[src/rtl/othello_score_ctrl_if.sv]
// othello_score_ctrl_if: move-logic <-> score controller bus; master drives the
// move pulses and counter values, slave (the controller) drives turn/score/status.
interface othello_score_ctrl_if;
  logic new_game;
  logic move_done;
  logic pass;
  logic [7:0] cntB;
  logic [7:0] cntR;
  logic turn;
  logic busy;
  logic score_valid;
  logic [7:0] scoreB;
  logic [7:0] scoreR;
  logic game_over;
  logic [1:0] winner;
  modport master (
    output new_game, move_done, pass, cntB, cntR,
    input  turn, busy, score_valid, scoreB, scoreR, game_over, winner
  );
  modport slave (
    input  new_game, move_done, pass, cntB, cntR,
    output turn, busy, score_valid, scoreB, scoreR, game_over, winner
  );
endinterface

[src/rtl/othello_score_ctrl.sv]
// othello_score_ctrl: waits for piece counts to settle after each move, latches
// scores, hands over the turn and resolves game-over / winner.
//   clk, RST (async active-low); bus (slave): new_game/move_done/pass pulses and
//   cntB/cntR in; turn, busy, score_valid, scoreB, scoreR, game_over, winner out.
//   Optional OTHELLO_PASS_DETECT_EN: two consecutive passes end the game.
module othello_score_ctrl #(
  parameter int SETTLE      = 2,
  parameter int BOARD_CELLS = 64
) (
  input logic clk,
  input logic RST,
  othello_score_ctrl_if.slave bus
);
  typedef enum logic [1:0] {S_IDLE, S_SETTLE, S_EVAL, S_OVER} state_t;
  state_t state, nState;
  logic [2:0] cnt, nCnt;
  logic initFlag, nInit, nTurn, nValid, nOver, nBusy;
  logic [7:0] nScoreB, nScoreR;
  logic [1:0] nWinner;
  logic [8:0] sum;
  logic passOver;
`ifdef OTHELLO_PASS_DETECT_EN
  logic [1:0] passCnt, nPassCnt;
  assign passOver = passCnt == 2'd2;
`else
  assign passOver = 1'b0;
`endif

  function automatic logic [1:0] resolve(input logic [7:0] b, input logic [7:0] r);
    return b > r ? 2'b01 : b < r ? 2'b10 : 2'b11;
  endfunction

  assign sum = {1'b0, bus.cntB} + {1'b0, bus.cntR};

  always_comb begin
    nState  = state;
    nCnt    = cnt;
    nInit   = initFlag;
    nTurn   = bus.turn;
    nScoreB = bus.scoreB;
    nScoreR = bus.scoreR;
    nValid  = 1'b0;
    nOver   = bus.game_over;
    nWinner = bus.winner;
`ifdef OTHELLO_PASS_DETECT_EN
    nPassCnt = passCnt;
`endif
    if (bus.new_game) begin
      nState  = S_SETTLE;
      nCnt    = 3'(SETTLE);
      nInit   = 1'b1;
      nTurn   = 1'b0;
      nOver   = 1'b0;
      nWinner = 2'b00;
`ifdef OTHELLO_PASS_DETECT_EN
      nPassCnt = 2'd0;
`endif
    end else begin
      case (state)
        S_IDLE:
          if (passOver) begin
            nState  = S_OVER;
            nOver   = 1'b1;
            nWinner = resolve(bus.scoreB, bus.scoreR);
          end else if (bus.move_done) begin
            nState = S_SETTLE;
            nCnt   = 3'(SETTLE);
`ifdef OTHELLO_PASS_DETECT_EN
            nPassCnt = 2'd0;
`endif
          end else if (bus.pass) begin
            nTurn = ~bus.turn;
`ifdef OTHELLO_PASS_DETECT_EN
            nPassCnt = passCnt + 2'd1;
`endif
          end
        S_SETTLE: begin
          nCnt   = cnt - 3'd1;
          nState = cnt == 3'd1 ? S_EVAL : S_SETTLE;
        end
        S_EVAL: begin
          nScoreB = bus.cntB;
          nScoreR = bus.cntR;
          nValid  = 1'b1;
          nTurn   = initFlag ? 1'b0 : ~bus.turn;
          nInit   = 1'b0;
          // the opening evaluation only publishes the 2/2 start position
          if (!initFlag && (sum == 9'(BOARD_CELLS) || bus.cntB == 8'd0 || bus.cntR == 8'd0)) begin
            nState  = S_OVER;
            nOver   = 1'b1;
            nWinner = resolve(bus.cntB, bus.cntR);
          end else begin
            nState = S_IDLE;
          end
        end
        default: ;
      endcase
    end
    nBusy = nState == S_SETTLE || nState == S_EVAL;
  end

  always_ff @(posedge clk or negedge RST) begin
    if (!RST) begin
      state           <= S_IDLE;
      cnt             <= 3'd0;
      initFlag        <= 1'b0;
      bus.turn        <= 1'b0;
      bus.busy        <= 1'b0;
      bus.score_valid <= 1'b0;
      bus.scoreB      <= 8'd0;
      bus.scoreR      <= 8'd0;
      bus.game_over   <= 1'b0;
      bus.winner      <= 2'b00;
`ifdef OTHELLO_PASS_DETECT_EN
      passCnt         <= 2'd0;
`endif
    end else begin
      state           <= nState;
      cnt             <= nCnt;
      initFlag        <= nInit;
      bus.turn        <= nTurn;
      bus.busy        <= nBusy;
      bus.score_valid <= nValid;
      bus.scoreB      <= nScoreB;
      bus.scoreR      <= nScoreR;
      bus.game_over   <= nOver;
      bus.winner      <= nWinner;
`ifdef OTHELLO_PASS_DETECT_EN
      passCnt         <= nPassCnt;
`endif
    end
  end
endmodule

[src/flat_wrapper.sv]
// flat-port wrapper written by rule: the top's interface ports become plain ports
module othello_score_ctrl_flat 
#(
  parameter int SETTLE      = 2,
  parameter int BOARD_CELLS = 64
)
  (clk, RST, bus_new_game, bus_move_done, bus_pass, bus_cntB, bus_cntR, bus_turn, bus_busy, bus_score_valid, bus_scoreB, bus_scoreR, bus_game_over, bus_winner);
  othello_score_ctrl_if bus_i ();
  input logic clk;
  input logic RST;
  input wire logic [$bits(bus_i.new_game)-1:0] bus_new_game;
  input wire logic [$bits(bus_i.move_done)-1:0] bus_move_done;
  input wire logic [$bits(bus_i.pass)-1:0] bus_pass;
  input wire logic [$bits(bus_i.cntB)-1:0] bus_cntB;
  input wire logic [$bits(bus_i.cntR)-1:0] bus_cntR;
  output wire logic [$bits(bus_i.turn)-1:0] bus_turn;
  output wire logic [$bits(bus_i.busy)-1:0] bus_busy;
  output wire logic [$bits(bus_i.score_valid)-1:0] bus_score_valid;
  output wire logic [$bits(bus_i.scoreB)-1:0] bus_scoreB;
  output wire logic [$bits(bus_i.scoreR)-1:0] bus_scoreR;
  output wire logic [$bits(bus_i.game_over)-1:0] bus_game_over;
  output wire logic [$bits(bus_i.winner)-1:0] bus_winner;
  assign bus_i.new_game = bus_new_game;
  assign bus_i.move_done = bus_move_done;
  assign bus_i.pass = bus_pass;
  assign bus_i.cntB = bus_cntB;
  assign bus_i.cntR = bus_cntR;
  assign bus_turn = bus_i.turn;
  assign bus_busy = bus_i.busy;
  assign bus_score_valid = bus_i.score_valid;
  assign bus_scoreB = bus_i.scoreB;
  assign bus_scoreR = bus_i.scoreR;
  assign bus_game_over = bus_i.game_over;
  assign bus_winner = bus_i.winner;
  othello_score_ctrl #(.SETTLE(SETTLE), .BOARD_CELLS(BOARD_CELLS)) u_core (.clk(clk), .RST(RST), .bus(bus_i));
endmodule
[config.mk]
export PLATFORM = sky130hd
export DESIGN_NAME = othello_score_ctrl_flat
export DESIGN_NICKNAME = d
export VERILOG_FILES = /design/src/rtl/othello_score_ctrl_if.sv /design/src/rtl/othello_score_ctrl.sv /design/src/flat_wrapper.sv
export SDC_FILE = /design/constraint.sdc
export NUM_CORES = 1
export LEC_CHECK = 0
export CORE_ASPECT_RATIO = 0.75
export CORE_MARGIN = 1
export CORE_UTILIZATION = 52
export CTS_BUF_LIST = sky130_fd_sc_hd__clkbuf_2
export CTS_CLUSTER_SIZE = 12
export DETAILED_ROUTE_END_ITERATION = 10
export MAX_ROUTING_LAYER = met4
export PLACE_DENSITY = 0.83
export SYNTH_ARGS = -nofsm -noshare
export SYNTH_HDL_FRONTEND = slang
export SYNTH_SLANG_ARGS = --single-unit
[constraint.sdc]
create_clock -name clk -period 2.35 [get_ports clk]
set_input_delay 0.235 -clock clk [delete_from_list [all_inputs] [get_ports clk]]
set_output_delay 0.235 -clock clk [all_outputs]
set_load 0.005 [all_outputs]
# After elaboration in Yosys (flattened, before gate mapping)

Index checks and enable logic that the tools add are counted.

Bits in registers: 28
Bits of input ports: 21
Output and inout bits: 22
Logic and storage cells: 66

$add $sub $neg: 2
Reductions and logical operators: 16
Equal/unequal tests: 9
Muxes and demuxes: 25
Bitwise operators: 2
Order comparisons: 2

Operator list:

| kind                                              | count |
|---|---|
| zero test 8 bit                                   | 2 |
| 2-to-1 mux 2 bit                                  | 8 |
| 2-to-1 mux 1 bit                                  | 12 |
| adder 8 x 8 -> 9 bit                              | 1 |
| == test 9 x 7 -> 1 bit (second input constant)    | 1 |
| inequality test 3 bit (second input constant)     | 3 |
| greater-than comparator 8 bit                     | 1 |
| < comparator 8 bit                                | 1 |
| 2-to-1 mux 3 bit                                  | 2 |
| case mux 2 bit (3 select lines)                   | 1 |
| case mux 3 bit (2 select lines)                   | 1 |
| AND reduction 2 bit                               | 3 |
| nonzero test 3 bit                                | 2 |
| == test 2 x 1 -> 1 bit (second input constant)    | 2 |
| == test 2 bit (second input constant)             | 2 |
| nonzero test 2 bit                                | 2 |
| == test 3 x 1 -> 1 bit (second input constant)    | 1 |
| logical OR 1 bit                                  | 3 |
| AND reduction 3 bit                               | 1 |
| subtractor 3 x 1 -> 3 bit (second input constant) | 1 |
| zero test 2 bit                                   | 1 |
| NOT 1 bit                                         | 2 |
| case mux 1 bit (2 select lines)                   | 1 |
| logical AND 1 bit                                 | 1 |
| zero test 1 bit                                   | 1 |

# Depth between registers and ports, before layout

Depth in word-level cells: 10
Depth in mapped cells: 9

# Worst setup path before layout

Ideal clock, no wire load.

Path kind: input to register
Start point: in bus_cntR[2]
End point: reg u_core.bus.winner[0]
Data arrival time: 2.127 ns
Stages: 8
Path slack: 0.129 ns
Required time: 2.256 ns
Cell sequence: inv_1 > ha_1 > nor2b_1 > a211o_4 > a2111oi_4 > mux2_4 > a31o_2 > a211oi_1

Word-level cells in the longest chain between the ends: 7
Elaborated cells on any way between the ends: 15
Classes of those cells: add/sub: 1; order compare: 2; eq/ne: 1; mux: 5; reduce/logical: 6

Ends and longest elaborated chain:

| what                          | RTL line                    | RTL |
|---|---|---|
| from (decl)                   | flat_wrapper.sv:15          | `input wire logic [$bits(bus_i.cntR)-1:0] bus_cntR;` |
| adder 8 x 8 -> 9 bit          | othello_score_ctrl.sv:33    | `assign sum = {1'b0, bus.cntB} + {1'b0, bus.cntR};` |
| == test 9 x 7 -> 1 bit        | othello_score_ctrl.sv:88    | `if (!initFlag && (sum == 9'(BOARD_CELLS) \|\| bus.cntB == 8'd0 \|\| bus.cntR == 8'd0)) begin` |
| logical OR 1 bit (2 in a row) | othello_score_ctrl.sv:88    |  |
| logical AND 1 bit             | othello_score_ctrl.sv:88    |  |
| nonzero test 2 bit (no line)  | --                          |  |
| AND reduction 2 bit (no line) | --                          |  |
| to (signal assigned)          | othello_score_ctrl.sv:127   | `bus.winner <= nWinner;` |
| to (decl)                     | othello_score_ctrl_if.sv:22 | `output turn, busy, score_valid, scoreB, scoreR, game_over, winner` |

Parallel ways exist; a longest one is shown, timed or not. The select of a mux whose other input is x is not followed.
A chain may end at the register's enable or synchronous reset.

# Worst setup path after layout

Start point: in bus_cntR[0]
End point: reg u_core.bus.winner[1]

Same word-level chain as after synthesis.

==> results.yml <==
grt:
  grt.total_usage_pct: 26.92
  grt_pass1_wl_um: 7534
  grt_pass1_vias: 1627
  antenna_found_initial: 0
  overflow: 0
  grt_max_degree: 29
logic_synthesis:
  ys_top_cells_by_count: "dfrtp_1, ha_1, mux2_2"
  syn_avg_cell_area_um2: 10.44
  yosys.area.top_type: "dfrtp_1"
  netlist_instances: 175
  ys_seq_area_share_pct: 38.36
  ys.flop_type: "dfrtp_1"
  ys_async_sr_fraction_pct: 100.0
  syn_area_mm2: 0.001827
  ys_ff_latch: 28
  synth_edf_count: 0
  synth_cell_types: 43
  synth_top_area_share_pct: 38.36
  syn-num-nets: 215
  synth_most_common_cell: "dfrtp_1"
  synthTopCellsByArea: "dfrtp_1, ha_1, mux2_2"
  yosys_warnings: 0
sta:
  tightestPinTransition_ns: 0.5372
  setup_ws_ns: 0.009274
  finalCritPeriodShare_pct: 99.61
  whs_ns: 0.1775
  slew_headroom_pct: 63.81
  clock_skew_ns: 0.006305
  setup_viol: 0
  fin_setup_tns_ns: 0
  fmax_mhz: 427.2
  hold_viol: 0
  maxSlewViolCount: 0
  period_minus_slack_ns: 2.341
placed_design:
  io_buffers: 42
  pre_cts_ws_ns: -0.4498
  gp_congestion: 0.9613
  dp_hpwl_um: 3793
power_and_ir_drop:
  power_per_cell_area_mw_per_mm2: 598.9
  cellLeakagePower_nw: 1.163
  ir_worst_vdd_uv: 446.9
cts:
  clock_latency_ns: 0.37
  cts_hold_buffers: 0
  clk_pin_slew_ns: 0.26
  htree_levels: 1
  numCtsBuffers: 3
  cts_tree: "yes"
  root_buffer: "clkbuf_2"
  cts_sinks: 28
  cts.path.max_buffers: 2
worst_setup_path:
  path_class: "input pin to register"
  cp_slowest_cell: "or4_1"
  critPathMaxStageDelay_ns: 0.47
  crit_path_end_kind: "register"
  cp.arrival_ns: 2.66
  required_ns: 2.67
  crit_chain: "clkdlybuf4s50_1 > ha_1 > fa_2 > buf_4 > nand2b_1 > a21oi_1 > or4_1 > nand4_1 > a311oi_1 > a211oi_2"
  path_buf_inv: 2
  critical_path.top_delay_family: "simple AND/OR/NAND/NOR gates"
  startpoint_type: "input pin"
  worst-path-max-fanout: 4
  rrSetupSlack_ns: 0.33
layout:
  antenna_cells: 0
  drive_gt1_share_pct: 29.60
  area_delta_synth_final_pct: 44.45
  n_fill_cell: 200
  nNetsFinal: 291
floorplan:
  start_util_pct: 55.18
  dieArea_mm2: 0.003757
  die_h_um: 53.33
  ios: 43
  num_rows: 18
  core_area_mm2: 0.003311
  die_x_um: 70.44
routing:
  drt_iter0_drc: 69
  post_drt_via_cell_ratio: 5.828
  num_vias: 1690
  wl_um: 5023
  first_pass_iters: 5
  wl_per_cell_um: 17.32
  postRouteAntennaNets: 0
  drc_errors: 0
job:
  cap_violations: 0
worst_hold_path:
  hold_class: "input pin to async pin"
run_status:
  status: "finished, final reports clean"
[sequential cells by signal (all words and copies together), names as in the netlist]
register                count
u_core.bus.busy             1
u_core.bus.game_over        1
u_core.cnt                  3
u_core.bus.score_valid      1
u_core.bus.turn             1
u_core.bus.scoreB           8
u_core.state                2
u_core.bus.winner           2
u_core.bus.scoreR           8
u_core.initFlag             1
[power breakdown]
group,switching (mW),total (mW),internal (mW)
Sequential,0.0778,0.680,0.602
Clock,0.145,0.182,0.0369
Combinational,0.291,0.718,0.427
[logic make-up after synthesis]
group,after synthesis,synth area share (%)
mux,18,11.30
buf+inv,20,4.657
fa+ha+maj,19,13.42
flops,28,38.36
compound gates,36,16.23
xor+xnor,2,0.9591
simple gates,52,15.07
[timing repair]
item | CTS | global route
resized for setup | 1 | 18
endpoints found under the setup margin | 5 | 5
pin swaps | 0 | 4
setup buffers | 0 | 1
[worst register-to-register path, delay by kind of cell, from the launching register on]
kind	cells	cell delay (ns)
AO/OA/AOI/OAI	3	0.64
buffers and inverters	1	0.19
flip-flops	1	0.54
AND/OR/NAND/NOR	3	0.60
[per-stage QoR]
step / cells / util, % / power (mW) / cell area [um^2]
finish: 290 / 79.71 / 1.580 / 2639
global route: 290 / 79.71 / 1.683 / 2639
CTS: 289 / 76.80 / 1.563 / 2542
detailed placement: 285 / 76.00 / 1.379 / 2516
global placement: 285 / 76.00 / 1.346 / 2516
floorplan: 175 / - / 1.002 / 1827
[final cells by class]
type	count	area [um^2]	share of cell area [%]
timing repair buffer	76	686.9	26.03
sequential	28	700.7	26.55
tap	40	50.05	1.897
multi-input combinational	127	1126	42.67
inverter	15	56.30	2.134
clock buffer	3	15.01	0.5690
clock inverter	1	3.754	0.1422
[final timing paths]
path / endpoint / cells after the start / startpoint
worst max register to register: u_core.bus.winner[1] / 7 / u_core.state[0]
worst min register to register: u_core.bus.scoreB[1] / 1 / u_core.bus.scoreB[1]
min in group clk: u_core.bus.scoreR[1] / 3 / bus_cntR[1]
worst min-delay path: u_core.bus.scoreR[7] / 2 / RST
worst max-delay path: u_core.bus.winner[1] / 10 / bus_cntR[0]
max in group asynchronous: u_core.bus.scoreB[0] / 2 / RST
[per-layer routing]
layer | routed length, um | global-route usage (%) | up-vias
met3 | 233 | 5.524 | 12
met5 | 0 | - | -
met2 | 2492 | 43.97 | 54
met4 | 78 | 6.667 | 0
met1 | 2218 | 34.62 | 840
li1 | - | - | 784
[cell usage in the layout (no fill, tap or decap), drive strengths merged, types with 2 or more instances in the layout]
master	Yosys	routed
a2111oi	4	4
a211oi	4	4
a21oi	10	10
a311oi	2	2
a31oi	2	2
and3	2	2
buf	3	34
clkbuf	2	3
clkdlybuf4s50	0	39
dfrtp	28	28
dlymetal6s2s	0	3
ha	18	18
inv	15	15
mux2	18	18
nand2	6	6
nand2b	6	6
nand4	3	3
nor2	15	15
nor2b	6	6
nor3	3	3
nor4	4	4
o21ai	5	5
or2	2	2
xnor2	2	2
Note: power is estimated with default switching activity, not from simulation.
